==> src/rtl/rldram_pkg.sv <==
// Shared constants for the RLDRAM packet path.
// Covers the FIFO word layout, the read-side FSM states and the byte-strobe decode.
package rldram_pkg;

  localparam int BEAT_BYTES = 32;
  localparam int WORD_WIDTH = 8 * BEAT_BYTES + 6 + 16;

  // FIFO word layout: {len[15:0], tdata[255:0], cnt[4:0], last}
  localparam int LEN_MSB  = 277;
  localparam int LEN_LSB  = 262;
  localparam int DATA_LSB = 6;
  localparam int DATA_MSB = LEN_LSB - 1;
  localparam int CNT_LSB  = 1;
  localparam int CNT_MSB  = DATA_LSB - 1;
  localparam int LAST_BIT = 0;

  typedef enum logic [0:0] {
    SOP = 1'b0,
    MID = 1'b1
  } fsm_state_t;

  // cnt holds bytes-1, so the shift needs one bit more than the strobe width.
  function automatic logic [BEAT_BYTES-1:0] cnt_to_strb(input logic [4:0] cnt);
    logic [BEAT_BYTES:0] one;
    logic [BEAT_BYTES:0] ones;
    one  = {{BEAT_BYTES{1'b0}}, 1'b1};
    ones = (one << ({1'b0, cnt} + 6'd1)) - one;
    return ones[BEAT_BYTES-1:0];
  endfunction

endpackage

==> src/rtl/axis_skid_buf.sv <==
// Two-entry first-word-fall-through buffer that absorbs the one-cycle FIFO read latency.
// The head entry is always entry0; occupancy tells the reader how much room is left.
module axis_skid_buf #(
  parameter int WIDTH = 278
) (
  input  logic             clk,
  input  logic             reset,
  input  logic             push,
  input  logic [WIDTH-1:0] push_data,
  input  logic             pop,
  output logic [WIDTH-1:0] head_data,
  output logic             head_valid,
  output logic [1:0]       occupancy
);

  logic [WIDTH-1:0] entry0_reg;
  logic [WIDTH-1:0] entry1_reg;
  logic [1:0]       occ_reg;
  logic             pop_ok;

  assign pop_ok = pop && (occ_reg != 2'd0);

  always_ff @(posedge clk or posedge reset) begin
    if (reset) begin
      entry0_reg <= '0;
      entry1_reg <= '0;
      occ_reg    <= 2'd0;
    end else begin
      case ({push, pop_ok})
        2'b10: begin
          if (occ_reg == 2'd0) begin
            entry0_reg <= push_data;
            occ_reg    <= 2'd1;
          end else if (occ_reg == 2'd1) begin
            entry1_reg <= push_data;
            occ_reg    <= 2'd2;
          end
        end
        2'b01: begin
          entry0_reg <= entry1_reg;
          occ_reg    <= occ_reg - 2'd1;
        end
        2'b11: begin
          // Simultaneous pop and refill keeps occupancy unchanged.
          if (occ_reg == 2'd1) begin
            entry0_reg <= push_data;
          end else begin
            entry0_reg <= entry1_reg;
            entry1_reg <= push_data;
          end
        end
        default: begin
        end
      endcase
    end
  end

  assign head_data  = entry0_reg;
  assign head_valid = (occ_reg != 2'd0);
  assign occupancy  = occ_reg;

endmodule

==> src/rtl/fifo_to_axi.sv <==
// Drains RLDRAM read-side FIFO words and replays them as an AXI4-Stream master,
// rebuilding tstrb/tuser and returning one output_inc credit per delivered beat.
module fifo_to_axi
  import rldram_pkg::*;
#(
  parameter int TDATA_WIDTH = 32,
  parameter int TUSER_WIDTH = 128,
  parameter int TID_WIDTH   = 4,
  parameter int TDEST_WIDTH = 4,
  parameter int WORD_WIDTH  = 278
) (
  input  logic                     clk,
  input  logic                     reset,
  input  logic [WORD_WIDTH-1:0]    fifo_dout,
  input  logic                     fifo_empty,
  input  logic                     fifo_dvalid,
  output logic                     rinc,
  output logic                     tvalid,
  input  logic                     tready,
  output logic [8*TDATA_WIDTH-1:0] tdata,
  output logic [TDATA_WIDTH-1:0]   tstrb,
  output logic                     tlast,
  output logic [TUSER_WIDTH-1:0]   tuser,
  output logic [TID_WIDTH-1:0]     tid,
  output logic [TDEST_WIDTH-1:0]   tdest,
  output logic                     output_inc,
  output logic [31:0]              pkt_cnt,
  output logic                     len_err
);

  logic [WORD_WIDTH-1:0] head;
  logic                  head_valid;
  logic [1:0]            occupancy;
  logic                  accept;
  logic                  inflight_reg;
  logic [2:0]            slots_used;

  fsm_state_t state_reg;
  fsm_state_t state_next;
  logic [15:0] len_reg;
  logic [16:0] beats_reg;
  logic [31:0] pkt_cnt_reg;
  logic        len_err_reg;
  logic        output_inc_reg;

  logic [15:0] head_len;
  logic [4:0]  head_cnt;
  logic        head_last;
  logic [15:0] pkt_len;
  logic [16:0] pkt_beats;
  logic [16:0] exp_beats;

  axis_skid_buf #(
    .WIDTH(WORD_WIDTH)
  ) u_skid (
    .clk       (clk),
    .reset     (reset),
    .push      (fifo_dvalid),
    .push_data (fifo_dout),
    .pop       (accept),
    .head_data (head),
    .head_valid(head_valid),
    .occupancy (occupancy)
  );

  assign accept = head_valid & tready;

  // Occupancy is taken after this cycle's pop so a drained slot can be refilled at
  // once; inflight equals this cycle's dvalid because read latency is exactly one.
  assign slots_used = {1'b0, occupancy} + {2'b0, inflight_reg} - {2'b0, accept};
  assign rinc       = !fifo_empty && (slots_used < 3'd2);

  assign head_len  = head[LEN_MSB:LEN_LSB];
  assign head_cnt  = head[CNT_MSB:CNT_LSB];
  assign head_last = head[LAST_BIT];

  // The head beat of a packet carries its own len, so tuser is valid before it is latched.
  assign pkt_len   = (state_reg == SOP) ? head_len : len_reg;
  assign pkt_beats = (state_reg == SOP) ? 17'd1 : beats_reg + 17'd1;
  assign exp_beats = ({1'b0, pkt_len} + 17'd31) >> 5;

  always_comb begin
    state_next = state_reg;
    if (accept) begin
      state_next = head_last ? SOP : MID;
    end
  end

  always_ff @(posedge clk or posedge reset) begin
    if (reset) begin
      inflight_reg   <= 1'b0;
      state_reg      <= SOP;
      len_reg        <= 16'd0;
      beats_reg      <= 17'd0;
      pkt_cnt_reg    <= 32'd0;
      len_err_reg    <= 1'b0;
      output_inc_reg <= 1'b0;
    end else begin
      inflight_reg   <= rinc;
      state_reg      <= state_next;
      output_inc_reg <= accept;
      if (accept) begin
        beats_reg <= pkt_beats;
        if (state_reg == SOP) begin
          len_reg <= head_len;
        end
        if (head_last) begin
          pkt_cnt_reg <= pkt_cnt_reg + 32'd1;
          if (pkt_beats != exp_beats) begin
            len_err_reg <= 1'b1;
          end
        end
      end
    end
  end

`ifndef SYNTHESIS
  always_ff @(posedge clk) begin
    if (!reset) begin
      assert (!(fifo_dvalid && occupancy == 2'd2))
        else $error("fifo_to_axi: FIFO data arrived with skid buffer full");
    end
  end
`endif

  assign tvalid     = head_valid;
  assign tdata      = head[DATA_MSB:DATA_LSB];
  assign tstrb      = head_valid ? cnt_to_strb(head_cnt) : '0;
  assign tlast      = head_valid & head_last;
  assign tuser      = head_valid ? {{(TUSER_WIDTH-16){1'b0}}, pkt_len} : '0;
  assign tid        = '0;
  assign tdest      = '0;
  assign output_inc = output_inc_reg;
  assign pkt_cnt    = pkt_cnt_reg;
  assign len_err    = len_err_reg;

endmodule

==> config.mk <==
export PLATFORM = sky130hd
export DESIGN_NAME = fifo_to_axi
export DESIGN_NICKNAME = d
export VERILOG_FILES = /design/src/rtl/rldram_pkg.sv /design/src/rtl/axis_skid_buf.sv /design/src/rtl/fifo_to_axi.sv
export SDC_FILE = /design/constraint.sdc
export NUM_CORES = 2
export LEC_CHECK = 0
export BUFFER_PORTS_ARGS = -buffer_cell sky130_fd_sc_hd__buf_2
export CORE_AREA = 10 10 279 281
export CTS_BUF_LIST = sky130_fd_sc_hd__clkbuf_8
export DETAILED_ROUTE_END_ITERATION = 12
export DIE_AREA = 0 0 289 291
export GPL_ROUTABILITY_DRIVEN = 1
export PLACE_DENSITY = 0.73
export SETUP_SLACK_MARGIN = 0.02
export SLEW_MARGIN = 20
export SYNTH_ARGS = -nofsm -noshare
export SYNTH_HDL_FRONTEND = slang
export SYNTH_SLANG_ARGS = --single-unit
export TNS_END_PERCENT = 20
==> constraint.sdc <==
create_clock -name clk -period 54 [get_ports clk]
set_input_delay 2.7 -clock clk [delete_from_list [all_inputs] [get_ports clk]]
set_output_delay 2.7 -clock clk [all_outputs]
set_load 0.02 [all_outputs]
* Yosys cells after proc, flatten, opt, wreduce, memory -nomap -nowiden
Index checks and enable logic that the tools add are counted.
** Storage, ports and cells
- Flip-flop bits (word level) :: 627
- Input port bits :: 283
- Output and inout port bits :: 461
- Word-level logic and storage cells :: 58
** Operators by class
- Add/subtract/negate cells :: 8
- Order comparisons :: 1
- Equal/unequal tests :: 9
- Shift operators :: 1
- Mux-type cells :: 14
- Bitwise operators :: 2
- Reduce and logical (&&, ||, !) cells :: 13
** Operators with widths (number)
- two-way mux 278 bit :: 4
- one-hot mux 278 bit (3 select lines) :: 1
- one-hot mux 278 bit (2 select lines) :: 1
- adder 32 x 1 -> 32 bit (second input constant) :: 1
- two-way mux 16 bit :: 2
- two-way mux 32 bit :: 1
- left shift 1 x 6 -> 32 bit (first input constant) :: 1
- subtractor 32 x 1 -> 32 bit (second input constant) :: 1
- adder 16 x 5 -> 17 bit (second input constant) :: 1
- adder 17 x 1 -> 17 bit (second input constant) :: 1
- two-way mux 17 bit :: 1
- != test 17 x 12 -> 1 bit :: 1
- adder 5 x 1 -> 6 bit (second input constant) :: 1
- AND reduction 2 bit :: 3
- AND reduction 3 bit :: 2
- nonzero test 2 bit :: 3
- equality test 2 x 1 -> 1 bit (second input constant) :: 2
- equality test 2 bit (second input constant) :: 2
- two-way mux 2 bit :: 2
- != test 2 bit (second input constant) :: 2
- one-hot mux 2 bit (2 select lines) :: 1
- adder 2 x 1 -> 3 bit :: 1
- < comparator 3 x 2 -> 1 bit (second input constant) :: 1
- != test 3 x 1 -> 1 bit (second input constant) :: 1
- other kinds (9) :: 11

* Depth between registers and ports, before layout
- Depth in word-level cells :: 6
- Mapped depth :: 17
- Gate-level depth less buffers :: 10

* By module
A second synthesis with hierarchy kept.
** Second synthesis, totals
- Cells, all modules :: 2369
- Area, all modules :: 28991.6 sq um
** Modules (own cells, without submodules)
- axis_skid_buf :: instances 1, cells each 1686, area an instance 23219.8 sq um, sequential area each 13963.4 sq um
- fifo_to_axi :: instances 1, cells each 683, area an instance 5771.8 sq um, sequential area each 1726.7 sq um

* Worst setup path before layout
Ideal clock, no wire load.
- Path type :: input to output
- Start :: input tready
- End :: output rinc
- Data arrival time :: 4.743 ns
- Required time :: 51.300 ns
- Setup slack :: 46.557 ns
- Stages on the path :: 8
- Path buffers :: 1
- Path through :: nand2_1 > inv_1 > clkbuf_1 > ha_1 > nand2b_1 > fa_1 > xor2_1 > nor3b_1
** Between the ends
- Word-level cells in the longest chain between the ends :: 4
** RTL lines
- start, declared :: line fifo_to_axi.sv:19 : input logic tready,
- bitwise AND 1 bit :: line fifo_to_axi.sv:66 : assign accept = head_valid & tready;
- net accept :: line fifo_to_axi.sv:34 : logic accept;
- subtractor 3 x 1 -> 3 bit :: line fifo_to_axi.sv:70 : assign slots_used = {1'b0, occupancy} + {2'b0, inflight_reg} - {2'b0, accept};
- < comparator 3 x 2 -> 1 bit :: line fifo_to_axi.sv:71 : assign rinc = !fifo_empty && (slots_used < 3'd2);
- logical AND 1 bit :: line fifo_to_axi.sv:71
- end, declared :: line fifo_to_axi.sv:17 : output logic rinc,
The timed path passes the listed nets, and every way through them passes these cells.

* Worst setup path after layout
- Start :: input tready
- End :: output rinc
** Between the ends
- Word-level cells in the longest chain between the ends :: 4
** RTL lines (line)
- bitwise AND 1 bit :: fifo_to_axi.sv:66
- subtractor 3 x 1 -> 3 bit :: fifo_to_axi.sv:70
- < comparator 3 x 2 -> 1 bit :: fifo_to_axi.sv:71
- logical AND 1 bit :: fifo_to_axi.sv:71
Every way passes these cells.

==> out/summary.md <==
- number of slew-limit violations in the final report: 0
- GRT Total Usage: 20.22%
- clock tree sinks: 627
- CTS tree: built
- FILL cells: 6646
- number of cells traversed by the worst register-to-register path: 13
- worst stage delay on the critical path: 0.39 ns
- total wire length: 89570 um
- proportion of synthesized chip area in sequential cells: 48.65%
- ys flop type: sky130_fd_sc_hd__dfrtp_1
- Std-Cell Rows: 99
- Hold Path Origin: u_skid.head_data[76]$_DFFE_PP0P_
- synthesized-area fraction occupied by ao, oa, aoi and oai cells: 13.38%
- Chip Width: 289 um
- number of remaining DRC errors: 0
- share of the clock period used by the worst path: 14.84%
- share of flip-flops with an asynchronous set or reset: 100.0%
- kind of critical path: primary input to output pin
- number of instances resized during post-cts repair: 0
- Hold Path Stages: 2
- buffer count from post-CTS setup fixing: 0
- die height: 291 um
- Worst Clk Skew: 0.05890 ns
- Critical Path Source Type: primary input
- Worst-Skew Late Latency: 0.72 ns
- RSZ-0062 raised after global routing: false
- number of synthesized flops with an enable pin: 0
- endpoint arrival time on the critical path: 5.31 ns
- Die Outline Area: 84100 sq um
- final-layout setup total negative slack: 0 ns
- Min-Delay Path Class: flip-flop to flip-flop
- CP most frequent cell: sky130_fd_sc_hd__buf_2
- number of maximum-capacitance constraint violations: 0
- power density normalized to cell area: 62.89 nW/um^2
- Max Fclk: 0.1248 GHz
- routed length per instance: 20.17 um
- Clock Root Buffer: sky130_fd_sc_hd__clkbuf_8
- Post-CTS Hold Buffers: 0
- final-stage net count: 3659
- number of distinct library cells after synthesis: 67
- core area: 72340 sq um
- Design Power: 0.002266 W
- TritonCTS buffer count: 107
- post-route worst hold slack: 0.4731 ns
- hpwl dp: 61100 um
- router iterations before antenna repair: 6
- number of port buffers: 623
- end of the worst register-to-register path: u_skid.entry1_reg[74]$_DFFE_PP0P_
- post-synth top area share: 48.65%
- data required time of the worst path: 51.30 ns
- Seq cells post-synth: 627
- fraction of the mapped netlist area in simple logic gates: 8.881%
- setup violators final: 0
- first-pass GRT wire length: 136300 um
- routability-driven placement congestion ratio: 0.8408
- worst max-slew margin expressed relative to the limit: 29.81%
- area added between synthesis and finish: 11.72%
- status: complete, no violations
- cell with the biggest individual delay on the critical path: sky130_fd_sc_hd__ha_1
- synthesized cell area: 32250 sq um
- pin slew with the least headroom to its limit: 1.053 ns
- Adder-Cell Fraction of Synth Area: 0.4113%
- min cycle time layout: 8.014 ns
- proportion of synthesized area in mux cells: 15.52%
- remaining number of nets flagged by the antenna check after routing: 0
- CP max FO: 35
- xor and xnor area share after synthesis: 1.486%
- Boundary Pins: 744
- final hold violations: 0
- via count of the first global-routing pass: 23280
- dominant combinational cell family by area after synthesis: multiplexers
- WHS Endpoint: u_skid.head_data[76]$_DFFE_PP0P_
- count of yosys warnings during synthesis: 0
- register-to-register setup slack: 48.42 ns
- routed via count: 23740
- Starting DRT DRC Count: 1670
- share of layout cells above drive strength 1: 36.42%
- count of H-tree levels built during CTS: 3
- biggest area consumer among synthesized cells: sky130_fd_sc_hd__dfrtp_1
- cell count after synthesis: 3085
- starting density of the core: 44.58%
- clock transition at the registers of the reported paths: 0.06 ns
- cell chain of the critical path: buf_2, nand2_1, buf_4, inv_1, ha_1, nand2b_1, fa_1, xor2_1, nor3b_1, buf_2
- number of antenna violations at the first check in global routing: 36
- maximum number of pins on one net before global-route repair: 162
- average cell area after synthesis: 10.45 sq um
- drt via density: 5.348
- leftover overflow at the end of global routing: 0
- biggest area contributors in the synthesized netlist: sky130_fd_sc_hd__dfrtp_1 (49%), sky130_fd_sc_hd__mux2_2 (15%), sky130_fd_sc_hd__buf_4 (8.8%)
- worst supply voltage drop on vdd: 0.03298 mV
- launch instance of the worst register-to-register path: u_skid.occupancy[1]$_DFFE_PP0P_
- Critical Path End Type: output pin
- leak pwr: 16.40 nW
- maximum count of clock buffers along a single path: 3
==> Yosys cell counts, types with 4 or more instances <==
master                     count
sky130_fd_sc_hd__o21ai_0     164
sky130_fd_sc_hd__xor2_1       17
sky130_fd_sc_hd__nand2_1     340
sky130_fd_sc_hd__o21ai_1      12
sky130_fd_sc_hd__a21oi_1      39
sky130_fd_sc_hd__and3_1       15
sky130_fd_sc_hd__a22oi_1     277
sky130_fd_sc_hd__a21o_1        4
sky130_fd_sc_hd__nor3_1       19
sky130_fd_sc_hd__dfrtp_1     627
sky130_fd_sc_hd__buf_4       376
sky130_fd_sc_hd__nor4_1        6
sky130_fd_sc_hd__a31oi_1     136
sky130_fd_sc_hd__buf_2        33
sky130_fd_sc_hd__nand2b_1      6
sky130_fd_sc_hd__xnor2_1      35
sky130_fd_sc_hd__ha_1          9
sky130_fd_sc_hd__and2_1        4
sky130_fd_sc_hd__nand3_1      27
sky130_fd_sc_hd__nand4_1       9
sky130_fd_sc_hd__clkbuf_1    169
sky130_fd_sc_hd__o31ai_1       4
sky130_fd_sc_hd__nor2b_1      14
sky130_fd_sc_hd__mux2i_1      24
sky130_fd_sc_hd__mux2_2      421
sky130_fd_sc_hd__inv_1        13
sky130_fd_sc_hd__nor2_1      204
sky130_fd_sc_hd__buf_1        19
==> metrics by stage <==
| step | instances | worst slack (ns) | area, sq um | utilization (%) |
|---|---|---|---|---|
| after floorplan | 3204 | 33.74 | 32700 | - |
| after detailed placement | 4216 | 46.00 | 33640 | 46.50 |
| final | 4440 | 45.99 | 36030 | 49.81 |
| after global placement | 4216 | 46.05 | 33640 | 46.50 |
| after CTS | 4408 | 46.00 | 35950 | 49.69 |
| after global routing | 4439 | 45.83 | 36030 | 49.80 |
==> final cells by class <==
type | instances | area (sq um) | area share [%]
Clock inverter | 45 | 287.8 | 0.7987
Inverter | 14 | 60.06 | 0.1667
Sequential cell | 627 | 15690 | 43.55
Clock buffer | 147 | 2023 | 5.615
Timing Repair Buffer | 651 | 3353 | 9.307
Tap cell | 959 | 1200 | 3.330
Antenna cell | 32 | 80.08 | 0.2222
Multi-Input combinational cell | 1965 | 13340 | 37.01
==> placed cells by master, fill, tap and decap left out, drive strengths merged, types with 32 or more instances in the layout <==
cell    instances
a22oi         277
conb          121
inv            48
a31oi         136
o21ai         176
nor2          204
mux2          423
clkbuf        147
diode          32
a21oi          39
xnor2          35
buf           651
nand2         340
dfrtp         627
==> cells by family (layout without fill, tap and decap cells) <==
group | Yosys count | count (layout)
and+or+nand+nor | 670 | 670
buffers and inverters | 612 | 857
adders and majority gates | 10 | 10
xor gates and xnor gates | 53 | 53
other | 2 | 153
muxes | 447 | 447
DFF | 627 | 627
AOI/OAI and AO/OA | 664 | 664
==> report_power, final <==
group          internal (W)  leakage (nW)  switching (W)
Combinational      0.000388          7.60       0.000575
Sequential         0.000693          7.50       0.000158
Clock              0.000252          1.31       0.000200
==> per-layer routing <==
| layer | track usage, % | vias up | wire, um |
|---|---|---|---|
| li1 | - | 11020 | - |
| met5 | 0 | - | 67 |
| met4 | 9.316 | 12 | 3087 |
| met2 | 33.36 | 764 | 44530 |
| met1 | 24.48 | 11780 | 35410 |
| met3 | 5.119 | 171 | 6483 |
==> how the worst max path moves through the flow <==
stage	start	endpoint	slack, ns	cells past startpoint
global route	tready	rinc	45.83	10
finish	tready	rinc	45.99	10
detailed placement	tready	rinc	46.00	10
floorplan	reset	beats_reg[0]$_DFFE_PP0P_	33.74	1
CTS	tready	rinc	46.00	10
global placement	tready	rinc	46.05	10
==> worst max-delay path: cells and delay by family <==
| kind | cells | cell delay (ns) |
|---|---|---|
| buf+inv | 4 | 1.07 |
| simple gates | 3 | 0.59 |
| fa+ha+maj | 2 | 0.78 |
| xor+xnor | 1 | 0.15 |
Note: power is estimated with default switching activity, not from simulation.
